<file path="src/rtl/fetch_unit_pkg.sv">
// fetch_unit_pkg
//   Shared definitions for the instruction-fetch slice: default address and
//   instruction widths, the sequential PC step, the reset PC and the fetch
//   state encoding used by fetch_unit.
//   No ports (package only).

package fetch_unit_pkg;

    localparam int          FU_ADDR     = 32;
    localparam int          FU_W_INST   = 32;
    localparam int          FU_PC_STEP  = 4;
    localparam logic [63:0] FU_RESET_PC = 64'h0;

    // REQ issues one request, WAIT waits for the response, HOLD presents
    // the fetched instruction to decode until it is taken.
    typedef enum logic [1:0] {
        FS_REQ  = 2'd0,
        FS_WAIT = 2'd1,
        FS_HOLD = 2'd2
    } fetch_state_t;

endpackage

</file>
<file path="src/rtl/fetch_unit_buffer.sv">
// fetch_buffer
//   Single-entry holding register between the fetch FSM and decode.
//   Ports:
//     clk_i, rst_i   clock and synchronous active-high reset
//     load_i         capture inst_i/pc_i and mark the entry valid
//     consume_i      decode took the entry; mark it empty
//     clear_i        redirect; discard the entry
//     inst_i, pc_i   instruction and its address to capture
//     valid_o        entry holds an instruction
//     inst_o, pc_o   held instruction and its address
//   Priority is clear > load > consume. Data is kept when the entry is
//   emptied so the outputs do not toggle needlessly.

module fetch_buffer
    import fetch_unit_pkg::*;
#(
    parameter int ADDR   = FU_ADDR,
    parameter int W_INST = FU_W_INST
) (
    input  logic              clk_i,
    input  logic              rst_i,
    input  logic              load_i,
    input  logic              consume_i,
    input  logic              clear_i,
    input  logic [W_INST-1:0] inst_i,
    input  logic [ADDR-1:0]   pc_i,
    output logic              valid_o,
    output logic [W_INST-1:0] inst_o,
    output logic [ADDR-1:0]   pc_o
);

    logic              valid_q, valid_d;
    logic [W_INST-1:0] inst_q, inst_d;
    logic [ADDR-1:0]   pc_q, pc_d;

    always_comb begin
        valid_d = valid_q;
        inst_d  = inst_q;
        pc_d    = pc_q;
        if (clear_i) begin
            valid_d = 1'b0;
        end else if (load_i) begin
            valid_d = 1'b1;
            inst_d  = inst_i;
            pc_d    = pc_i;
        end else if (consume_i) begin
            valid_d = 1'b0;
        end
    end

    always_ff @(posedge clk_i) begin
        if (rst_i) begin
            valid_q <= 1'b0;
            inst_q  <= '0;
            pc_q    <= '0;
        end else begin
            valid_q <= valid_d;
            inst_q  <= inst_d;
            pc_q    <= pc_d;
        end
    end

    assign valid_o = valid_q;
    assign inst_o  = inst_q;
    assign pc_o    = pc_q;

endmodule

</file>
<file path="src/rtl/fetch_unit.sv">
// fetch_unit
//   Instruction-fetch stage. Owns the PC, issues one request at a time to
//   instruction memory and offers each fetched instruction to decode with a
//   valid/stall handshake. A redirect from execute reloads the PC, discards
//   anything in flight or buffered and pulses flush_o for one cycle.
//   Ports:
//     clk_i, rst_i                 clock, synchronous active-high reset
//     branch_i, branch_addr_i      redirect request and target
//     stall_i                      decode cannot accept this cycle
//     imem_req_o, imem_addr_o      memory request strobe and address
//     imem_ack_i, imem_data_i      memory response strobe and data
//     v_o, inst_o, pc_o            instruction offered to decode
//     flush_o                      one-cycle pipeline flush pulse
//   Optional: define FETCH_STATS_EN to add stat_fetch_o (instructions taken
//   by decode) and stat_drop_o (responses/instructions lost to redirects).

module fetch_unit
    import fetch_unit_pkg::*;
#(
    parameter int              ADDR     = FU_ADDR,
    parameter int              W_INST   = FU_W_INST,
    parameter int              PC_STEP  = FU_PC_STEP,
    parameter logic [ADDR-1:0] RESET_PC = ADDR'(FU_RESET_PC)
) (
    input  logic              clk_i,
    input  logic              rst_i,
    input  logic              branch_i,
    input  logic [ADDR-1:0]   branch_addr_i,
    input  logic              stall_i,
    output logic              imem_req_o,
    output logic [ADDR-1:0]   imem_addr_o,
    input  logic              imem_ack_i,
    input  logic [W_INST-1:0] imem_data_i,
    output logic              v_o,
    output logic [W_INST-1:0] inst_o,
    output logic [ADDR-1:0]   pc_o,
    output logic              flush_o
`ifdef FETCH_STATS_EN
    ,
    output logic [31:0]       stat_fetch_o,
    output logic [31:0]       stat_drop_o
`endif
);

    fetch_state_t    state_q, state_d;
    logic [ADDR-1:0] pc_q, pc_d;
    logic [ADDR-1:0] req_pc_q, req_pc_d;
    logic            drop_q, drop_d;
    logic            flush_q, flush_d;
    logic            buf_load, buf_consume;

    // The drop flag marks that the response we are waiting for belongs to a
    // request issued before a redirect and must be thrown away.
    always_comb begin
        state_d     = state_q;
        pc_d        = pc_q;
        req_pc_d    = req_pc_q;
        drop_d      = drop_q;
        flush_d     = 1'b0;
        buf_load    = 1'b0;
        buf_consume = 1'b0;

        unique case (state_q)
            FS_REQ: begin
                req_pc_d = pc_q;
                state_d  = FS_WAIT;
            end
            FS_WAIT: begin
                if (imem_ack_i) begin
                    if (drop_q) begin
                        drop_d  = 1'b0;
                        state_d = FS_REQ;
                    end else begin
                        buf_load = 1'b1;
                        pc_d     = req_pc_q + ADDR'(PC_STEP);
                        state_d  = FS_HOLD;
                    end
                end
            end
            FS_HOLD: begin
                if (!stall_i) begin
                    buf_consume = 1'b1;
                    state_d     = FS_REQ;
                end
            end
            default: state_d = FS_REQ;
        endcase

        // A redirect overrides everything above. A request still in flight
        // (issued in REQ, or waited on in WAIT with no response yet) must
        // have its response dropped later; a response arriving right now is
        // simply not loaded.
        if (branch_i) begin
            pc_d        = branch_addr_i;
            state_d     = FS_REQ;
            flush_d     = 1'b1;
            buf_load    = 1'b0;
            buf_consume = 1'b0;
            if (state_q == FS_REQ) begin
                drop_d = 1'b1;
            end else if (state_q == FS_WAIT) begin
                drop_d = !imem_ack_i;
            end
        end
    end

    always_ff @(posedge clk_i) begin
        if (rst_i) begin
            state_q  <= FS_REQ;
            pc_q     <= RESET_PC;
            req_pc_q <= '0;
            drop_q   <= 1'b0;
            flush_q  <= 1'b0;
        end else begin
            state_q  <= state_d;
            pc_q     <= pc_d;
            req_pc_q <= req_pc_d;
            drop_q   <= drop_d;
            flush_q  <= flush_d;
        end
    end

    fetch_buffer #(
        .ADDR   (ADDR),
        .W_INST (W_INST)
    ) u_buffer (
        .clk_i     (clk_i),
        .rst_i     (rst_i),
        .load_i    (buf_load),
        .consume_i (buf_consume),
        .clear_i   (branch_i),
        .inst_i    (imem_data_i),
        .pc_i      (req_pc_q),
        .valid_o   (v_o),
        .inst_o    (inst_o),
        .pc_o      (pc_o)
    );

    // The request strobe decodes the state register only; it is held low
    // while reset is asserted so nothing is issued during reset.
    assign imem_req_o  = (state_q == FS_REQ) && !rst_i;
    assign imem_addr_o = pc_q;
    assign flush_o     = flush_q;

`ifdef FETCH_STATS_EN
    logic [31:0] stat_fetch_q, stat_fetch_d;
    logic [31:0] stat_drop_q, stat_drop_d;

    // Drops cover a response lost to a redirect (now or via the drop flag)
    // and a buffered instruction discarded by a redirect in HOLD.
    always_comb begin
        stat_fetch_d = stat_fetch_q;
        stat_drop_d  = stat_drop_q;
        if (state_q == FS_HOLD && !stall_i && !branch_i) begin
            stat_fetch_d = stat_fetch_q + 32'd1;
        end
        if ((state_q == FS_WAIT && imem_ack_i && (drop_q || branch_i)) ||
            (state_q == FS_HOLD && branch_i)) begin
            stat_drop_d = stat_drop_q + 32'd1;
        end
    end

    always_ff @(posedge clk_i) begin
        if (rst_i) begin
            stat_fetch_q <= '0;
            stat_drop_q  <= '0;
        end else begin
            stat_fetch_q <= stat_fetch_d;
            stat_drop_q  <= stat_drop_d;
        end
    end

    assign stat_fetch_o = stat_fetch_q;
    assign stat_drop_o  = stat_drop_q;
`endif

endmodule

</file>
<file path="config.mk">
export PLATFORM = sky130hd
export DESIGN_NAME = fetch_unit
export DESIGN_NICKNAME = d
export VERILOG_FILES = /design/src/rtl/fetch_unit_pkg.sv /design/src/rtl/fetch_unit_buffer.sv /design/src/rtl/fetch_unit.sv
export SDC_FILE = /design/constraint.sdc
export NUM_CORES = 1
export LEC_CHECK = 0
export CAP_MARGIN = 10
export CORE_UTILIZATION = 46
export CTS_CLUSTER_SIZE = 8
export DETAILED_ROUTE_END_ITERATION = 10
export HOLD_SLACK_MARGIN = 0.08
export PLACE_DENSITY_LB_ADDON = 0.08
export SYNTH_ARGS = -nofsm -noshare
export SYNTH_HDL_FRONTEND = slang
export SYNTH_SLANG_ARGS = --single-unit
</file>
<file path="constraint.sdc">
create_clock -name clk_i -period 3.75 [get_ports clk_i]
set_clock_uncertainty 0.05 [all_clocks]
set_input_delay 0.75 -clock clk_i [delete_from_list [all_inputs] [get_ports clk_i]]
set_output_delay 0.75 -clock clk_i [all_outputs]
set_load 0.01 [all_outputs]
</file>
## Word-level counts from Yosys, hierarchy flattened

Cells that the tools add are included.

| operators by class | value |
|---|---|
| add/sub/neg operators | 1 |
| equal/unequal tests | 5 |
| mux-type cells | 23 |
| bitwise operators | 1 |
| reduce and logical (&&, ||, !) cells | 11 |

Operators by type and width:

| kind | number |
|---|---|
| 32-bit two-way mux | 4 |
| 32-bit by 3-bit adder with 32-bit output (second input constant) | 1 |
| 1-bit two-way mux | 15 |
| 2-bit two-way mux | 3 |
| 2-bit inequality test (second input constant) | 3 |
| 2-bit case mux with 3 select lines | 1 |
| 2-bit nonzero test | 3 |
| 2-bit AND reduction | 2 |
| 3-bit AND reduction | 1 |
| 2-bit by 1-bit == test with 1-bit output (second input constant) | 1 |
| 2-bit == test (second input constant) | 1 |
| 1-bit zero test | 2 |
| 2-bit zero test | 1 |
| 2-bit OR reduction | 1 |
| 1-bit logical AND | 1 |
| 1-bit inverter | 1 |

| word-level totals | value |
|---|---|
| flip-flop bits (word level) | 133 |
| input port bits | 69 |
| output and inout bits | 99 |
| word-level logic and storage cells | 49 |

## Longest topological paths before layout

Gate-level depths: netlist (run 1).

| depth | value |
|---|---|
| depth in word-level cells | 5 |
| mapped depth | 9 |
| depth with buffers taken out | 6 |

## Cells and area by module

Synthesis (run 1) repeated with hierarchy kept, for this count alone.

| second synthesis, totals | value |
|---|---|
| cell total of the unflattened synthesis | 730 |
| area total of the unflattened synthesis | 6,551.3 um^2 |

Modules (own cells, without submodules):

| module | instances | cells an instance | area an instance (um^2) | seq. area each (um^2) |
|---|---|---|---|---|
| fetch_unit | 1 | 434 | 3,283.1 | 1,361.3 |
| fetch_buffer | 1 | 296 | 3,268.1 | 1,301.2 |

## Least setup slack after synthesis (run 1)

Ideal clock, no wire load.

| timing | value |
|---|---|
| kind | input port to output port |
| start | input port rst_i |
| end | output port imem_req_o |
| data arrival time | 1,533 ps |
| data required time | 2,950 ps |
| slack | 1,417 ps |
| stages | 4 |
| buffers on the path | 3 |
| path through | clkbuf_1 buf_2 buf_1 nor2_1 |

| between the ends | value |
|---|---|
| longest elaborated chain between the ends | 2 |

Ends and longest elaborated chain:

| element | line | source |
|---|---|---|
| start, declared | fetch_unit.sv:26 | `input logic rst_i,` |
| 1-bit zero test | fetch_unit.sv:141 | `assign imem_req_o = (state_q == FS_REQ) && !rst_i;` |
| 1-bit logical AND | fetch_unit.sv:141 |  |
| end, declared | fetch_unit.sv:30 | `output logic imem_req_o,` |

No other way between the ends.

## Worst setup path in the final report (run 1)

| timing | value |
|---|---|
| start | register state_q[1] |
| end | output port imem_req_o |

| between the ends | value |
|---|---|
| longest elaborated chain between the ends | 2 |

Ends and longest elaborated chain:

| element | line | source |
|---|---|---|
| start, declared | fetch_unit.sv:45 | `fetch_state_t state_q, state_d;` |
| start signal, assigned | fetch_unit.sv:115 | `state_q <= state_d;` |
| 2-bit zero test | fetch_unit.sv:141 |  |
| 1-bit logical AND | fetch_unit.sv:141 |  |

No other way between the ends.

==> results of run 1 <==
cells by family after synthesis:
kind of cell,share of synthesized area [%]
simple gates,26.2
compound gates,17.3
flops,48.0
buf+inv,5.14
xor+xnor,3.16
fa+ha+maj,0.225
critical path, cell delays in order (launching register included):
cell,delay (ns)
dfxtp_1,0.39
or2_2,0.33
nor2_1,0.25
clkdlybuf4s50_1,0.62
layout make-up:
| cell class | instances | area (um^2) | area share, % |
|---|---|---|---|
| clock buffer | 21 | 480 | 6.10 |
| inverter | 6 | 22.5 | 0.286 |
| tap | 143 | 179 | 2.27 |
| timing repair buffer | 177 | 1750 | 22.2 |
| clock inverter | 11 | 173 | 2.19 |
| multi-input combinational | 529 | 2610 | 33.1 |
| sequential | 133 | 2660 | 33.8 |
cells in the final DEF, fill, tap and decap left out, types with 3 or more instances in the layout:
cell,netlist,layout
clkbuf_8,0,4
clkdlybuf4s50_1,0,165
nor3_1,9,9
nand4_1,5,5
and3_1,3,3
xnor2_1,16,16
or2_2,3,3
o31a_1,4,4
o22ai_1,14,14
nor2_1,36,35
xor2_1,4,4
nand2_1,242,242
nor4b_1,3,3
buf_4,0,10
a21o_1,4,4
clkinvlp_4,0,4
bufinv_16,0,4
nor4_1,5,5
o21ai_0,12,12
clkbuf_16,0,17
a21oi_1,130,130
inv_1,6,6
nand3_1,9,9
dfxtp_1,133,133
final timing paths:
| kind | start | to | depth (start not counted) |
|---|---|---|---|
| hold / removal | u_buffer.inst_o[1]$_SDFFE_PP0P_ | u_buffer.inst_o[1]$_SDFFE_PP0P_ | 2 |
| setup reg to reg | req_pc_q[4]$_SDFFE_PP0P_ | imem_addr_o[31]$_SDFFE_PP0P_ | 5 |
| setup / recovery | state_q[1]$_SDFFE_PP0P_ | imem_req_o | 3 |
| hold reg to reg | u_buffer.inst_o[1]$_SDFFE_PP0P_ | u_buffer.inst_o[1]$_SDFFE_PP0P_ | 2 |
metrics by stage:
step	setup slack, ns	util, %
floorplan	1.42	-
global placement	1.02	62.5
detailed placement	0.987	62.5
CTS	0.960	68.1
global route	0.888	68.1
finish	0.947	68.1
cells in the mapped netlist (2+ instances only):
cell type | count | area, um^2
a211o_1 | 2 | 17.5
a21o_1 | 4 | 30.0
a21oi_1 | 130 | 651
a221o_1 | 2 | 20.0
a221oi_1 | 2 | 17.5
and3_1 | 3 | 18.8
buf_1 | 4 | 15.0
buf_2 | 14 | 70.1
buf_6 | 3 | 33.8
clkbuf_1 | 37 | 139
dfxtp_1 | 133 | 2660
inv_1 | 6 | 22.5
nand2_1 | 242 | 908
nand3_1 | 9 | 45.0
nand4_1 | 5 | 31.3
nand4_4 | 2 | 42.5
nor2_1 | 36 | 135
nor2b_1 | 2 | 12.5
nor3_1 | 9 | 45.0
nor4_1 | 5 | 31.3
nor4b_1 | 3 | 26.3
o21a_1 | 2 | 15.0
o21ai_0 | 12 | 60.1
o22ai_1 | 14 | 87.6
o31a_1 | 4 | 35.0
or2_2 | 3 | 18.8
xnor2_1 | 16 | 140
xor2_1 | 4 | 35.0
metal layers:
| layer | vias up | global-route usage (%) | wire (um) | share of wire (%) |
|---|---|---|---|---|
| met3 | 23 | 5.23 | 775 | 5.1 |
| li1 | 2706 | - | - | - |
| met1 | 2560 | 30.5 | 6630 | 44 |
| met5 | - | 0 | 0 | 0 |
| met4 | 0 | 9.19 | 285 | 1.9 |
| met2 | 164 | 41.7 | 7490 | 49 |
registers in the layout (all words and copies together) (netlist names), named ones only:
| name | count |
|---|---|
| u_buffer.pc_o | 32 |
| imem_addr_o | 32 |
| state_q | 2 |
| u_buffer.valid_o | 1 |
| u_buffer.inst_o | 32 |
| req_pc_q | 32 |
| flush_o | 1 |
report_power, final:
group | leakage [uW] | switching, uW | internal (uW)
Combinational | 0.00129 | 144 | 161
Clock | 0.000308 | 612 | 1180
Sequential | 0.00108 | 45.8 | 1460
Total | 0.00268 | 802 | 2800
==> flow_summary.json, run 1 <==
{
  "path_max_fanout": 9,
  "grt_pass1_wl_um": 24700,
  "drive_gt1_share_pct": 6.61,
  "hold_path_class": "reg -> reg",
  "fill_cells": 946,
  "grt_max_degree": 76,
  "cts_root_buf": "clkbuf_16",
  "numCtsBuffers": 17,
  "finalCriticalPeriod_ns": 2.80,
  "clock_tree.buffer_depth": 2,
  "tns_ns": 0,
  "drtAntennaViolNets": 0,
  "remaining_drc_errors": 10,
  "hold_buffers": 0,
  "hpwlAfterDp_um": 10100,
  "vias": 5453,
  "r2r_slack_ns": 1.50,
  "postCtsSetupRepairBufs": 0,
  "max-vdd-ir-drop_uv": 235,
  "violations": "design-rule violations",
  "netlist_instances": 727,
  "placed_cells": 988,
  "routed_wl_um": 15200,
  "fin_nets": 934,
  "p_total_uw": 3600,
  "path_clk_slew_ns": 0.06,
  "grt_usage_pct": 24.6,
  "portBuffers": 167,
  "tightest_slew_ns": 0.757,
  "wire_per_inst_um": 14.9,
  "finalCritPeriodShare_pct": 74.7,
  "setup_viol": 0,
  "die_h_um": 112,
  "yosys_register_bits": 133,
  "grt-ovfl-total": 0,
  "num_rows": 39,
  "synth_seq_area_share_pct": 48.0,
  "avgSynthCellArea_um2": 7.63,
  "synth_edf_count": 0,
  "powerDensity_nw_per_um2": 458,
  "final-instance-count-excl-fill": 1020,
  "rsz0062_at_grt": "false",
  "ys_async_sr_fraction_pct": 0,
  "crit_path_start_kind": "flip-flop",
  "hold_viol_final": 0,
  "crit_required_ns": 2.95,
  "dpl-instance-area_um2": 7230,
  "slew_viol_final": 0,
  "vias_per_cell": 5.35,
  "fmax_mhz": 357,
  "max_slew_margin_pct": 49.6,
  "insertion_delay_ns": 0.41,
  "drtPass1Iterations": 9,
  "cts_tree": "built",
  "htreeDepth": 4,
  "ios": 168,
  "core_area_um2": 11600,
  "status": "complete, but fails checks",
  "dieArea_um2": 12500,
  "cap_viol_max_count": 0,
  "p_leak_uw": 0.00268,
  "end_kind": "primary output",
  "syn_area_um2": 5550,
  "crit_type": "reg -> out",
  "ys_types": 47,
  "cp.arrival_ns": 2.00,
  "timing.hold.ws_ns": 0.402,
  "synthToLayoutAreaGrowth_pct": 42.0,
  "syn_nets": 797,
  "routabilityCongestion": 0.827,
  "start_util_pct": 48.0,
  "die_x_um": 112,
  "synthFlopType": "dfxtp_1",
  "stdcell_area_um2": 7880,
  "cts_resized": 0,
  "antenna_found_initial": 0,
  "yosys_warnings": 0,
  "numClockSinks": 133,
  "n_antenna_cell": 0,
  "grt_pass1_vias": 5104,
  "drt_iter0_markers": 381
}
(Power assumes the default switching activity.)
==> run 2: changes to the inputs <==
==> constraint.sdc (replaced) <==
create_clock -name clk_i -period 2.7 [get_ports clk_i]
set_clock_uncertainty 0.05 [all_clocks]
set_input_delay 0.54 -clock clk_i [delete_from_list [all_inputs] [get_ports clk_i]]
set_output_delay 0.54 -clock clk_i [all_outputs]
set_load 0.01 [all_outputs]
==> flow_summary.json, run 2 (same netlist as run 1, synthesis figures left out) <==
{
  "status": "complete, but fails checks",
  "violations": "design-rule violations",
  "fin_util_pct": 67.8,
  "ios": 168,
  "max_slew_margin_pct": 52.0,
  "vias_per_cell": 5.30,
  "setup_viol": 0,
  "remaining_drc_errors": 7,
  "finalCritPeriodShare_pct": 93.4,
  "die_x_um": 112,
  "finalCriticalPeriod_ns": 2.52,
  "die_h_um": 112,
  "crit_required_ns": 2.11,
  "fmax_mhz": 396,
  "timing.hold.ws_ns": 0.401,
  "numCtsBuffers": 17,
  "cts_resized": 0,
  "drt_iter0_markers": 385,
  "startpoint": "state_q[1]$_SDFFE_PP0P_",
  "fill_cells": 980,
  "r2r_start": "req_pc_q[4]$_SDFFE_PP0P_",
  "hpwlAfterDp_um": 10500,
  "p_leak_uw": 0.00268,
  "tightest_slew_ns": 0.720,
  "core_area_um2": 11600,
  "cts_tree": "built",
  "hp-start": "u_buffer.pc_o[26]$_SDFFE_PP0P_",
  "grt_usage_pct": 24.7,
  "seq_area_um2": 2660,
  "dieArea_um2": 12500,
  "cp.arrival_ns": 1.93,
  "drive_gt1_share_pct": 6.47,
  "num_rows": 39,
  "grt-ovfl-total": 0,
  "cts_root_buf": "clkbuf_16",
  "hold_viol_final": 0,
  "path_clk_slew_ns": 0.05,
  "hold_buffers": 0,
  "powerDensity_nw_per_um2": 600,
  "max-vdd-ir-drop_uv": 398,
  "tns_ns": 0,
  "start_util_pct": 48.0,
  "final_cell_mix": "nand2_1, clkdlybuf4s50_1, dfxtp_1",
  "portBuffers": 167,
  "numClockSinks": 133,
  "end_kind": "primary output",
  "drtPass1Iterations": 10,
  "multi_input_area_um2": 2610,
  "synthToLayoutAreaGrowth_pct": 41.3,
  "n_antenna_cell": 0,
  "cap_viol_max_count": 0,
  "crit_path_start_kind": "flip-flop",
  "r2r_slack_ns": 0.62,
  "insertion_delay_ns": 0.41,
  "routed_wl_um": 15400,
  "antenna_found_initial": 0,
  "grt_max_degree": 70,
  "wire_per_inst_um": 15.0,
  "slew_viol_final": 0,
  "path_max_fanout": 9,
  "htreeDepth": 4,
  "crit_type": "reg -> out",
  "postCtsSetupRepairBufs": 0,
  "fin_nets": 939,
  "routabilityCongestion": 0.843,
  "final_common_cell": "nand2_1",
  "vias": 5430,
  "grt_pass1_vias": 5069,
  "clock_tree.buffer_depth": 2,
  "drtAntennaViolNets": 0,
  "rsz0062_at_grt": "false",
  "grt_pass1_wl_um": 24800,
  "hold_path_class": "reg -> reg"
}
run 2: final cells by class:
cell class              count  share of cell area, %
clock buffers              28                   6.72
well taps                 143                   2.28
flip-flops and latches    133                   34.0
inverters                   6                  0.287
multi-input cells         529                   33.3
clock inverters             3                  0.511
repair buffers            182                   23.0
run 2: per-layer routing:
layer	share of wire, %	GRT usage, %
met1	44	30.2
met5	0	0
met4	1.5	10.6
met2	50	42.2
met3	4.3	4.95
run 2: power by group:
group	switching, uW	internal (uW)
Sequential	67.1	2030
Combinational	203	226
Clock	775	1410
Total	1050	3660
run 2: final timing paths:
path,depth (start not counted),end
worst max-delay path,3,imem_req_o
worst min-delay path,2,u_buffer.pc_o[26]$_SDFFE_PP0P_
worst max register to register,5,imem_addr_o[31]$_SDFFE_PP0P_
worst min register to register,2,u_buffer.pc_o[26]$_SDFFE_PP0P_
run 2: metrics by stage:
stage	power, uW	worst slack [ns]	instance area, um^2	cells
after floorplan	2310	0.787	5550	727
after global placement	2550	0.431	7280	993
after detailed placement	2560	0.370	7280	993
after CTS	4740	0.177	7840	1024
after global routing	4870	0.115	7840	1024
final	4710	0.177	7840	1024
run 2: worst max-delay path, stage by stage (launching register included):
cell             delay (ns)
dfxtp_1                0.38
or2_2                  0.32
nor2_1                 0.21
clkdlybuf4s50_1        0.61
